[config.mk]
export PLATFORM = sky130hd
export DESIGN_NAME = decode_issue_stage
export DESIGN_NICKNAME = d
export VERILOG_FILES = /design/src/rtl/decode_issue_stage.sv
export SDC_FILE = /design/constraint.sdc
export NUM_CORES = 1
export LEC_CHECK = 0
export CAP_MARGIN = 25
export CORE_AREA = 4 4 155 157
export CTS_CLUSTER_SIZE = 16
export DETAILED_ROUTE_END_ITERATION = 10
export DIE_AREA = 0 0 159 161
export GPL_ROUTABILITY_DRIVEN = 1
export GPL_TIMING_DRIVEN = 0
export PLACE_DENSITY = 0.6
export SYNTH_ARGS = -nofsm -noshare
export SYNTH_HDL_FRONTEND = slang
export SYNTH_SLANG_ARGS = --single-unit
[constraint.sdc]
create_clock -name clk -period 9.4 [get_ports clk]
set_input_delay 1.88 -clock clk [delete_from_list [all_inputs] [get_ports clk]]
set_output_delay 1.88 -clock clk [all_outputs]
set_load 0.01 [all_outputs]
[src/rtl/decode_issue_stage.sv]
// MIPS decode/issue stage: field split, operand bypass, busy scoreboard and a
// registered micro-op handed to the ALU over a valid/ready handshake.
module decode_issue_stage #(
    parameter int DATA_W = 32,
    parameter int REG_AW = 5
) (
    input  logic              clk,
    input  logic              reset,
    input  logic [DATA_W-1:0] instr,
    input  logic              instr_valid,
    output logic              instr_ready,
    output logic [REG_AW-1:0] rs_addr,
    output logic [REG_AW-1:0] rt_addr,
    input  logic [DATA_W-1:0] rd_data1,
    input  logic [DATA_W-1:0] rd_data2,
    input  logic              wb_valid,
    input  logic [REG_AW-1:0] wb_dest,
    input  logic [DATA_W-1:0] wb_data,
    output logic              out_valid,
    input  logic              ex_ready,
    output logic [2:0]        alu_op,
    output logic [DATA_W-1:0] opa,
    output logic [DATA_W-1:0] opb,
    output logic [DATA_W-1:0] imm,
    output logic              use_imm,
    output logic              reg_write,
    output logic [REG_AW-1:0] dest,
    output logic              mem_rd,
    output logic              mem_wr,
    output logic              branch,
    output logic              illegal
);

    localparam int NREG = 1 << REG_AW;

    localparam logic [5:0] OP_RTYPE = 6'h00;
    localparam logic [5:0] OP_BEQ   = 6'h04;
    localparam logic [5:0] OP_ADDI  = 6'h08;
    localparam logic [5:0] OP_ANDI  = 6'h0C;
    localparam logic [5:0] OP_ORI   = 6'h0D;
    localparam logic [5:0] OP_LW    = 6'h23;
    localparam logic [5:0] OP_SW    = 6'h2B;

    localparam logic [5:0] FN_ADD = 6'h20;
    localparam logic [5:0] FN_SUB = 6'h22;
    localparam logic [5:0] FN_AND = 6'h24;
    localparam logic [5:0] FN_OR  = 6'h25;
    localparam logic [5:0] FN_SLT = 6'h2A;

    localparam logic [2:0] ALU_NOP = 3'd0;
    localparam logic [2:0] ALU_ADD = 3'd1;
    localparam logic [2:0] ALU_SUB = 3'd2;
    localparam logic [2:0] ALU_AND = 3'd3;
    localparam logic [2:0] ALU_OR  = 3'd4;
    localparam logic [2:0] ALU_SLT = 3'd5;

    logic [5:0]        opcode;
    logic [5:0]        funct;
    logic [REG_AW-1:0] rd_f;
    logic [DATA_W-1:0] imm_sx;
    logic [DATA_W-1:0] imm_zx;
    logic              unused_shamt;

    assign opcode       = instr[31:26];
    assign funct        = instr[5:0];
    assign rs_addr      = instr[25:21];
    assign rt_addr      = instr[20:16];
    assign rd_f         = instr[15:11];
    assign imm_sx       = {{(DATA_W-16){instr[15]}}, instr[15:0]};
    assign imm_zx       = {{(DATA_W-16){1'b0}}, instr[15:0]};
    assign unused_shamt = ^instr[10:6];

    logic [2:0]        dec_op;
    logic              dec_use_imm;
    logic              dec_rw_raw;
    logic              dec_rw;
    logic [REG_AW-1:0] dec_dest;
    logic              dec_mem_rd;
    logic              dec_mem_wr;
    logic              dec_branch;
    logic              dec_illegal;
    logic [DATA_W-1:0] dec_imm;
    logic              use_rs;
    logic              use_rt;

    always_comb begin
        dec_op      = ALU_NOP;
        dec_use_imm = 1'b0;
        dec_rw_raw  = 1'b0;
        dec_dest    = '0;
        dec_mem_rd  = 1'b0;
        dec_mem_wr  = 1'b0;
        dec_branch  = 1'b0;
        dec_illegal = 1'b0;
        dec_imm     = imm_sx;
        use_rs      = 1'b1;
        use_rt      = 1'b0;
        case (opcode)
            OP_RTYPE: begin
                use_rt     = 1'b1;
                dec_rw_raw = 1'b1;
                dec_dest   = rd_f;
                case (funct)
                    FN_ADD:  dec_op = ALU_ADD;
                    FN_SUB:  dec_op = ALU_SUB;
                    FN_AND:  dec_op = ALU_AND;
                    FN_OR:   dec_op = ALU_OR;
                    FN_SLT:  dec_op = ALU_SLT;
                    default: dec_illegal = 1'b1;
                endcase
            end
            OP_ADDI: begin
                dec_op      = ALU_ADD;
                dec_use_imm = 1'b1;
                dec_rw_raw  = 1'b1;
                dec_dest    = rt_addr;
            end
            OP_ANDI: begin
                dec_op      = ALU_AND;
                dec_imm     = imm_zx;
                dec_use_imm = 1'b1;
                dec_rw_raw  = 1'b1;
                dec_dest    = rt_addr;
            end
            OP_ORI: begin
                dec_op      = ALU_OR;
                dec_imm     = imm_zx;
                dec_use_imm = 1'b1;
                dec_rw_raw  = 1'b1;
                dec_dest    = rt_addr;
            end
            OP_LW: begin
                dec_op      = ALU_ADD;
                dec_use_imm = 1'b1;
                dec_rw_raw  = 1'b1;
                dec_dest    = rt_addr;
                dec_mem_rd  = 1'b1;
            end
            OP_SW: begin
                dec_op      = ALU_ADD;
                dec_use_imm = 1'b1;
                dec_mem_wr  = 1'b1;
                use_rt      = 1'b1;
            end
            OP_BEQ: begin
                dec_op     = ALU_SUB;
                dec_branch = 1'b1;
                use_rt     = 1'b1;
            end
            default: dec_illegal = 1'b1;
        endcase
        // Illegal words still issue, but as an inert NOP that reads and writes nothing.
        if (dec_illegal) begin
            dec_op     = ALU_NOP;
            dec_rw_raw = 1'b0;
            dec_dest   = '0;
            use_rs     = 1'b0;
            use_rt     = 1'b0;
        end
    end

    assign dec_rw = dec_rw_raw && (dec_dest != '0);

    logic              bypass_rs;
    logic              bypass_rt;
    logic [DATA_W-1:0] opa_d;
    logic [DATA_W-1:0] opb_d;
    logic [NREG-1:0]   busy_q;
    logic [NREG-1:0]   busy_d;
    logic              hazard;
    logic              accept;

    assign bypass_rs = wb_valid && (wb_dest == rs_addr);
    assign bypass_rt = wb_valid && (wb_dest == rt_addr);

    always_comb begin
        opa_d = rd_data1;
        opb_d = rd_data2;
        if (rs_addr == '0)  opa_d = '0;
        else if (bypass_rs) opa_d = wb_data;
        if (rt_addr == '0)  opb_d = '0;
        else if (bypass_rt) opb_d = wb_data;
    end

    // A same-cycle write-back of the source resolves the dependency through the bypass.
    assign hazard = (use_rs && busy_q[rs_addr] && !bypass_rs) ||
                    (use_rt && busy_q[rt_addr] && !bypass_rt);

    logic out_valid_q;

    assign instr_ready = (!out_valid_q || ex_ready) && !hazard && !reset;
    assign accept      = instr_valid && instr_ready;

    always_comb begin
        busy_d = busy_q;
        if (wb_valid) busy_d[wb_dest] = 1'b0;
        if (accept && dec_rw) busy_d[dec_dest] = 1'b1;
        busy_d[0] = 1'b0;
    end

    logic [2:0]        alu_op_q;
    logic [DATA_W-1:0] opa_q;
    logic [DATA_W-1:0] opb_q;
    logic [DATA_W-1:0] imm_q;
    logic              use_imm_q;
    logic              reg_write_q;
    logic [REG_AW-1:0] dest_q;
    logic              mem_rd_q;
    logic              mem_wr_q;
    logic              branch_q;
    logic              illegal_q;

    always_ff @(posedge clk) begin
        if (reset) begin
            busy_q      <= '0;
            out_valid_q <= 1'b0;
            alu_op_q    <= '0;
            opa_q       <= '0;
            opb_q       <= '0;
            imm_q       <= '0;
            use_imm_q   <= 1'b0;
            reg_write_q <= 1'b0;
            dest_q      <= '0;
            mem_rd_q    <= 1'b0;
            mem_wr_q    <= 1'b0;
            branch_q    <= 1'b0;
            illegal_q   <= 1'b0;
        end else begin
            busy_q <= busy_d;
            if (accept) begin
                out_valid_q <= 1'b1;
                alu_op_q    <= dec_op;
                opa_q       <= opa_d;
                opb_q       <= opb_d;
                imm_q       <= dec_imm;
                use_imm_q   <= dec_use_imm;
                reg_write_q <= dec_rw;
                dest_q      <= dec_dest;
                mem_rd_q    <= dec_mem_rd;
                mem_wr_q    <= dec_mem_wr;
                branch_q    <= dec_branch;
                illegal_q   <= dec_illegal;
            end else if (ex_ready) begin
                out_valid_q <= 1'b0;
            end
        end
    end

    assign out_valid = out_valid_q;
    assign alu_op    = alu_op_q;
    assign opa       = opa_q;
    assign opb       = opb_q;
    assign imm       = imm_q;
    assign use_imm   = use_imm_q;
    assign reg_write = reg_write_q;
    assign dest      = dest_q;
    assign mem_rd    = mem_rd_q;
    assign mem_wr    = mem_wr_q;
    assign branch    = branch_q;
    assign illegal   = illegal_q;

endmodule

# Word level (Yosys, flattened, before mapping)
# Cells that the tools add are included.
# W data, S select, Z words.
# op_classes
bitwise_logic	3
n_lt_le_gt_ge	6
n_mux	33
n_reduce_logical	33
n_eq_ne	13
# ops
op	count
$mux W32	7
$eq A6 B6 Y1 const B	7
$and A32 B32 Y32	1
$not A32 Y32	1
$or A32 B32 Y32	1
$pmux W3 S5	2
$lt A5 B6 Y1 const B	4
$eq A6 B4 Y1 const B	3
$mux W1	16
$reduce_or A5 Y1	3
$logic_and A1 B1 Y1	13
$bmux W1 S5	2
$demux W1 S5	2
$eq A5 B5 Y1	2
$ge A5 B1 Y1 const B	2
$logic_not A5 Y1	2
$pmux W5 S2	1
$eq A6 B3 Y1 const B	1
$logic_not A6 Y1	1
$reduce_or A3 Y1	2
$reduce_or A6 Y1	1
$logic_not A1 Y1	5
$mux W5	1
$reduce_bool A5 Y1	1
6 further kinds	7
# totals
output_inout_bits	122
elab_cells	102
regBits	143
input_bits	138

# Depth between registers and ports, before layout
# logic_depth
word_depth	14
mapped_depth	12
depth_no_buf	7

# Worst setup path before layout
# Ideal clock, no wire load.
# synth_path
path_kind	input -> output
from	in instr[29]
to	out instr_ready
n_path_buf	3
t_required_ps	7520
arrival_time_ps	3784
path_slack_ps	3736
path_stages	8
cell_sequence	buf_2 -> nand2_1 -> a211o_1 -> a221o_1 -> o41ai_2 -> clkbuf_1 -> buf_2 -> nor2_1
# synth_via
elab_chain_len	10
elab_cells_between_ends	21
classes_between	6 x eq/ne; 4 x mux; 11 x reduce/logical
# synth_lines
item	line	text
from (decl)	9	input logic [DATA_W-1:0] instr,
$eq A6 B3 Y1 (tied with other cells)	98	case (opcode)
$reduce_or A6 Y1 (no source line) / $reduce_or A3 Y1 (equally long branches)	--	
$pmux W1 S2 / $mux W1 (equally long branches)	98	
$mux W1	153	if (dec_illegal) begin
$logic_and A1 B1 Y1, on equally long branches (2 in series)	186, 187	
$logic_or A1 B1 Y1 *	186	assign hazard = (use_rs && busy_q[rs_addr] && !bypass_rs) ||
$logic_not A1 Y1 *	191	assign instr_ready = (!out_valid_q || ex_ready) && !hazard && !reset;
$logic_and A1 B1 Y1 * (2 in series)	191	
to (decl)	11	output logic instr_ready,
# Mark *: on every way between the ends. The rest lies on a longest branch, timed or not.

# Worst setup path after layout
# layout_path
from	in instr[21]
to	out instr_ready
# layout_via
elab_chain_len	8
elab_cells_between_ends	11
classes_between	1 x eq/ne; 2 x mux; 8 x reduce/logical
# layout_lines
item	line
$bmux W1 S5 / $eq A5 B5 Y1 (equally long branches)	186, 173
$mux W1 (not written as such) / $logic_and A1 B1 Y1 (equally long branches)	186, 173
$logic_and A1 B1 Y1 / $logic_not A1 Y1 (equally long branches)	186
$logic_and A1 B1 Y1 *	186
$logic_or A1 B1 Y1 *	186
$logic_not A1 Y1 *	191
$logic_and A1 B1 Y1 * (2 in series)	191
# Mark *: on every way between the ends. The rest lies on a longest branch, timed or not. The select of a mux whose other input is x is not followed.

==> key figures <==
Power and ir drop
  • Max VDD drop: 0.104 mV
  • Power density cells: 147 nW/um^2
  • Leak: 3.60 nW

Timing
  • Min cycle time layout: 7.54 ns
  • Final Hold Fails: 0
  • Setup_tns: 0 ns
  • Setup-failing EPs final: 0
  • Unrepaired setup endpoints after global routing: false
  • F_max: 133 MHz
  • Hold Slack: 0.467 ns
  • Worst Clk Skew: 0.00953 ns
  • Slew HR: 35.2%
  • Measured slew at the worst slew-check pin: 0.972 ns
  • Tcrit/Tclk final: 80.2%
  • Final Max Slew Viols: 0

Floorplan
  • Core area: 22500 sq um
  • Die Wd: 159 um
  • # IOs: 260
  • Die area: 25600 sq um
  • Die Span Y: 161 um
  • Cell Rows: 55
  • Initial Util: 32.6%

Placed design
  • Routability Congestion: 0.895
  • Post-Place Cells: 1379
  • IO Port Bufs: 248
  • Dpl hpwl: 22400 um

CTS
  • Setup bufs post-CTS: 0
  • Hold buffer count at CTS: 0
  • CTS root buf: clkbuf_16
  • # resized after CTS: 0
  • Total number of H-tree levels: 4
  • Clk_lat worst skew: 0.42 ns
  • CTS sink cnt: 127
  • Clock buffer depth: 2
  • TritonCTS clock tree: done
  • CTS Buf Count: 17
  • Clk slew on worst S/H paths: 0.06 ns

Cells and area
  • Filler Cells Inserted: 2253
  • Fin cells: 1410
  • Most common cell after layout, fill and taps aside: clkdlybuf4s50_1
  • Multi-input logic area: 4230 sq um
  • Share of layout cells above drive strength 1: 9.24%
  • Layout area overhead: 47.5%
  • Flip-flop and latch area: 2540 sq um
  • Nets: 1251
  • Most frequent cells in the layout: clkdlybuf4s50_1 (248), dfxtp_1 (127), o21ai_0 (92), nand2b_1 (78), mux2i_1 (78)
  • ANT cells: 0

Critical path
  • CP max FO: 10
  • Worst setup SP type: input pin
  • CP Capture Type: output port
  • Crit path max-delay family: buffers and inverters
  • R2r startpoint: busy_q[8]
  • Reg2Reg Depth: 9
  • Slowest CP cell: clkdlybuf4s50_1
  • Crit path kind: in -> out
  • Worst-path cell chain: clkdlybuf4s50_1 > clkbuf_1 > nor2_1 > nand2_1 > a41oi_1 > a211o_1 > o41ai_2 > clkbuf_1 > buf_2 > nor2_1 > clkdlybuf4s50_1
  • Buf+Inv Stages, Crit Path: 5
  • Critical Path RT: 7.52 ns
  • Critical Path Stages: 11
  • Critical Path AT: 5.66 ns
  • Critical Path Start: instr[21]
  • Register-to-register setup slack: 6.31 ns
  • Reg2reg end: opa[9]
  • Slowest stage delay, CP: 0.68 ns

Worst hold path
  • Worst Hold Depth: 2
  • Hold WC Path Type: reg -> reg
  • Hold path start: opa[3]
  • Hold EP: opa[3]

Yosys
  • Ys flop type: dfxtp_1
  • Leading area contributor after synthesis: dfxtp_1
  • Syn_nets: 984
  • Share of the synthesized area in the top cell type: 34.7%
  • Synth unique cells: 55
  • Synthesized flop and latch total: 127
  • Top post-synthesis cells by area: dfxtp_1 (35%), mux2i_1 (11%), nand2b_1 (6.7%), or4_1 (6.7%), o21ai_0 (6.3%)
  • Syn Inst Count: 846
  • Number of synthesized flops with an enable pin: 0
  • Synthesized area per cell: 8.67 sq um
  • Async SR Flop Fraction: 0%
  • Syn Std Cell Area: 7340 sq um
  • Seq/Total Area, Yosys: 34.7%
  • Ys Warns: 0

Drt
  • Vias: 7554
  • Avg WL per Cell: 20.6 um
  • TritonRoute pass-1 iters: 5
  • Number of vias per cell: 5.36
  • Post-DRT Antenna Nets: 0
  • Routed wire length: 29000 um
  • DRC: 0
  • DR iter-0 viols: 483

Global routing
  • Largest net degree at the start of global routing: 18
  • Vias in the first global route: 7463
  • Global-route wire length before repair: 43500 um
  • Total global routing overflow: 0
  • Total track usage: 21.6%
  • Initial antenna violation count: 0

Outcome
  • Status: completed

Job
  • Max Cap Viol: 0
==> cell usage after synthesis (2+ instances only) <==
library cell	number
dfxtp_1	127
o21ai_0	92
mux2i_1	78
nand2b_1	78
or4_1	65
clkbuf_1	50
nand2_1	35
nand3_1	34
o31ai_1	32
a21oi_1	30
buf_4	26
nor2b_1	25
nand3b_1	24
buf_2	21
nor2_1	18
o21ai_1	16
mux4_2	10
xor2_1	8
nor3b_1	6
buf_1	5
nor3_1	5
buf_6	4
mux2_2	4
a22oi_1	3
a2bb2oi_1	3
and3_1	3
inv_1	3
nor4_1	3
or3_1	3
xnor2_1	3
a211o_1	2
a211oi_1	2
a21o_1	2
a31oi_1	2
nand4_1	2
nor4bb_1	2
or2_2	2
==> layout make-up <==
class                      instances  share of cell area [%]
clock inverter                    14                    2.01
multi-input combinational        610                    39.1
tap                              285                    3.30
inverter                           3                   0.104
timing repair buffer             248                    22.9
sequential                       127                    23.5
clock buffer                      17                    3.93
buffer                           106                    5.10
==> registers in the layout (all words and copies together) (netlist names) <==
signal / cells
out_valid: 1
reg_write: 1
illegal: 1
busy_q: 31
opa: 32
alu_op: 3
use_imm: 1
opb: 32
mem_wr: 1
imm: 17
branch: 1
mem_rd: 1
dest: 5
==> stage by stage <==
step                util (%)  area [sq um]  setup slack [ns]  total power (W)
floorplan                  -          7340              3.74         0.000705
global placement        45.2         10200              1.88         0.000869
detailed placement      45.2         10200              1.87         0.000869
CTS                     48.1         10800              1.87          0.00160
global route            48.1         10800              1.69          0.00165
finish                  48.1         10800              1.86          0.00159
==> report_power, final <==
| part | internal, W | switching [W] | total, W |
|---|---|---|---|
| sequential | 0.000558 | 0.0000123 | 0.000570 |
| combinational | 0.000149 | 0.000138 | 0.000287 |
| clock | 0.000469 | 0.000264 | 0.000733 |
| total | 0.00118 | 0.000414 | 0.00159 |
==> tightest hold or removal path, delay by kind of cell (launching register included) <==
kind,cells,cell delay (ns)
and+or+nand+nor,1,0.06
DFF,1,0.31
AOI/OAI and AO/OA,1,0.05
==> worst max-delay path by stage <==
stage,to,slack [ns]
2_1_floorplan,instr_ready,3.74
3_5_place_dp,instr_ready,1.87
3_3_place_gp,instr_ready,1.88
6_report,instr_ready,1.86
4_1_cts,instr_ready,1.87
5_1_grt,instr_ready,1.69
==> cells by family (layout without fill, tap and decap cells) <==
| logic type | after synthesis | count (layout) | synth area share [%] |
|---|---|---|---|
| xor gates and xnor gates | 11 | 11 | 1.31 |
| AOI/OAI and AO/OA | 194 | 194 | 15.6 |
| buffers and inverters | 109 | 388 | 7.68 |
| muxes | 92 | 92 | 14.3 |
| DFF | 127 | 127 | 34.7 |
| and+or+nand+nor | 313 | 313 | 26.5 |
==> routing by layer <==
metal  track usage (%)  wire length [um]
met2              36.3             13400
met5                 0                 0
met4              6.31               665
met3              7.71              2960
met1              26.2             11900
Power figures use the tool's default switching activity.
==> RTL change, RTL diff (config.mk and constraints unchanged) <==
Reset style: asynchronous (`reset`), changed in one clocked block.
--- a/src/rtl/decode_issue_stage.sv
+++ b/src/rtl/decode_issue_stage.sv
@@ -212,3 +212,3 @@
 
-    always_ff @(posedge clk) begin
+    always_ff @(posedge clk or posedge reset) begin
         if (reset) begin
Function: differs if reset is asserted again (counterexample within 4 cycles, from zero or initial values and one cycle with reset high); with reset held inactive, the same outputs for 4 cycles.
==> RTL change against the original RTL <==
Register-to-register slack worse by 80 ps. Routed wire length shrank 17%. Setup slack improved by 450 ps. Sequential cell count is the same. Area after synthesis fell by 7.9%. Fmax increased by 6.3%. Final area is 5.2% lower. Total power grew 14%. Count of clock-buffer cells in the layout did not move. Combinational power grew 59%. Global-route usage is 3.3 points lower. Non-clock buffer count shrank 38. Critical path type unchanged.
==> RTL change: results (changes against the original RTL) <==
{| class="wikitable"
! Metric !! Value
|-
| Part of the Yosys area used for sequential elements || 0.4706 (+0.1241)
|-
| Worst-case register-to-register setup slack || 6230 ps (-80 ps)
|-
| Leakage power figure || 3.973 nW (+10%)
|-
| Tot GR Track Use || 0.1835 (-0.03271)
|-
| Slowest Stage Delay on Critical Path || 570 ps (-110 ps)
|-
| Headroom to the max-slew limit || 0.3353 (-0.01664)
|-
| Placed wire-length estimate after detailed placement || 17,940 um (-20%)
|-
| Post-place setup slack || 2318 ps (+451.3 ps)
|-
| GR Util met2 || 0.2874 (-0.07598)
|-
| Layout fillers || 2,123 (-5.8%)
|-
| Number of design-rule violations left by the first detailed-router iteration || 349 (-28%)
|-
| Total nets after synthesis || 726 (-26%)
|-
| Highest clock rate || 141.0 MHz (+6.3%)
|-
| Post-synth top flop || sky130_fd_sc_hd__dfrtp_1
|-
| Outcome || finished, final reports clean
|-
| Via/cell ratio || 5.139 (-4.1%)
|-
| Critical path capture point || instr_ready
|-
| Vias in the first global route || 6,120 (-18%)
|-
| Last weighted congestion value of the routability-driven placer || 0.8302 (-7.2%)
|-
| Biggest area contributors in the synthesized netlist || sky130_fd_sc_hd__dfrtp_1 47%, sky130_fd_sc_hd__mux2i_1 12%, sky130_fd_sc_hd__o2bb2ai_1 8.9%
|-
| Met3 Use GR || 0.05333 (-0.02373)
|-
| Arrival time at the worst endpoint || 5210 ps (-450 ps)
|-
| Maximum number of pins on one net before global-route repair || 65 (+47)
|-
| Drt first pass iters || 5 (unchanged)
|-
| Crit. Startpoint || instr[16]
|-
| Post-detailed-routing wire length || 24,070 um (-17%)
|-
| Met1 Resource Use GR || 0.2452 (-0.01691)
|-
| Top post-synthesis cells by count || 127 x sky130_fd_sc_hd__dfrtp_1, 80 x sky130_fd_sc_hd__mux2i_1, 69 x sky130_fd_sc_hd__o2bb2ai_1, 66 x sky130_fd_sc_hd__o21ai_0, 34 x sky130_fd_sc_hd__buf_4
|-
| Quantity of I/O buffers inserted on ports || 250 (+0.81%)
|-
| Peak supply drop || 0.00009985 V (-4.0%)
|-
| Reg-to-reg endpoint || busy_q[29]$_DFF_PP0_
|-
| Count of nets after finishing || 996 (-20%)
|-
| Number of cell instances on the worst register-to-register path || 6 (-3)
|-
| Share of flip-flops with an asynchronous set or reset || 1.000 (+1.000)
|-
| Share of cells above drive strength 1 || 0.1171 (+0.02466)
|-
| Clock Skew || 12.61 ps (+3.075 ps)
|-
| Library cells used by synthesis || 50 (-9.1%)
|}
RTL change: cell types whose count changed in the layout (fill, tap and decap cells not counted), sizes merged, moves of 21 or more:
| cell | change |
|---|---|
| o31ai | -32 |
| o21ai | -43 |
| dfxtp | -127 |
| dfrtp | +127 |
| clkbuf | -32 |
| nand2b | -72 |
| nand3 | -29 |
| or4 | -64 |
| o2bb2ai | +69 |
| nand2 | -21 |
RTL change: how the worst min path moves through the flow:
stage,from,to,slack [ps],cells after the start
final,opa[3]$_DFFE_PP0P_,opa[3]$_DFFE_PP0P_,490,1
after CTS,opb[6]$_DFFE_PP0P_,opb[6]$_DFFE_PP0P_,490,1
after global routing,opb[28]$_DFFE_PP0P_,opb[28]$_DFFE_PP0P_,500,1
after global placement,opb[12]$_DFFE_PP0P_,opb[12]$_DFFE_PP0P_,470,1
after detailed placement,opa[23]$_DFFE_PP0P_,opa[23]$_DFFE_PP0P_,470,1
after floorplan,busy_q[19]$_DFF_PP0_,busy_q[19]$_DFF_PP0_,480,2
RTL change: cell families (layout without fill, tap and decap cells):
group	Yosys count	in the layout	synth area share
XOR/XNOR	11	11	0.01427
AND/OR/NAND/NOR	87	87	0.07541
AO/OA/AOI/OAI	179	179	0.1909
flip-flops	127	127	0.4706
multiplexers	113	113	0.1886
buffers and inverters	71	354	0.06022
RTL change: worst max-delay path: cells and delay by family:
kind / cells / cell delay [ps]
AO/OA/AOI/OAI: 2 / 460
AND/OR/NAND/NOR: 2 / 360
XOR/XNOR: 1 / 180
buffers and inverters: 5 / 2320
RTL change: report_power, final:
part           switching [W]  internal, W  total (W)
Sequential         0.0000396     0.000612   0.000652
Combinational       0.000188     0.000268   0.000456
Clock               0.000278     0.000421   0.000699
Total               0.000505      0.00130    0.00181
RTL change: layout make-up:
class,instances,area (um^2),share of cell area
tap,285,356.6,0.03478
clock inverter,15,182.7,0.01782
multi-input combinational,390,3168,0.3090
sequential,127,3178,0.3100
clock buffer,17,425.4,0.04149
inverter,6,27.53,0.002685
timing repair buffer,251,2530,0.2468
buffer,65,384.1,0.03747
RTL change: per-stage QoR:
stage	util	instances
2_1_floorplan	-	588
3_5_place_dp	0.4286	1124
4_1_cts	0.4556	1156
6_report	0.4556	1156
3_3_place_gp	0.4271	1123
5_1_grt	0.4556	1156
RTL change: metal layers:
| metal | vias to the layer above | routed length (um) |
|---|---|---|
| met5 | - | 0 |
| met4 | 0 | 508 |
| met3 | 30 | 1684 |
| met2 | 214 | 11240 |
| met1 | 2939 | 10640 |
| li1 | 2758 | - |
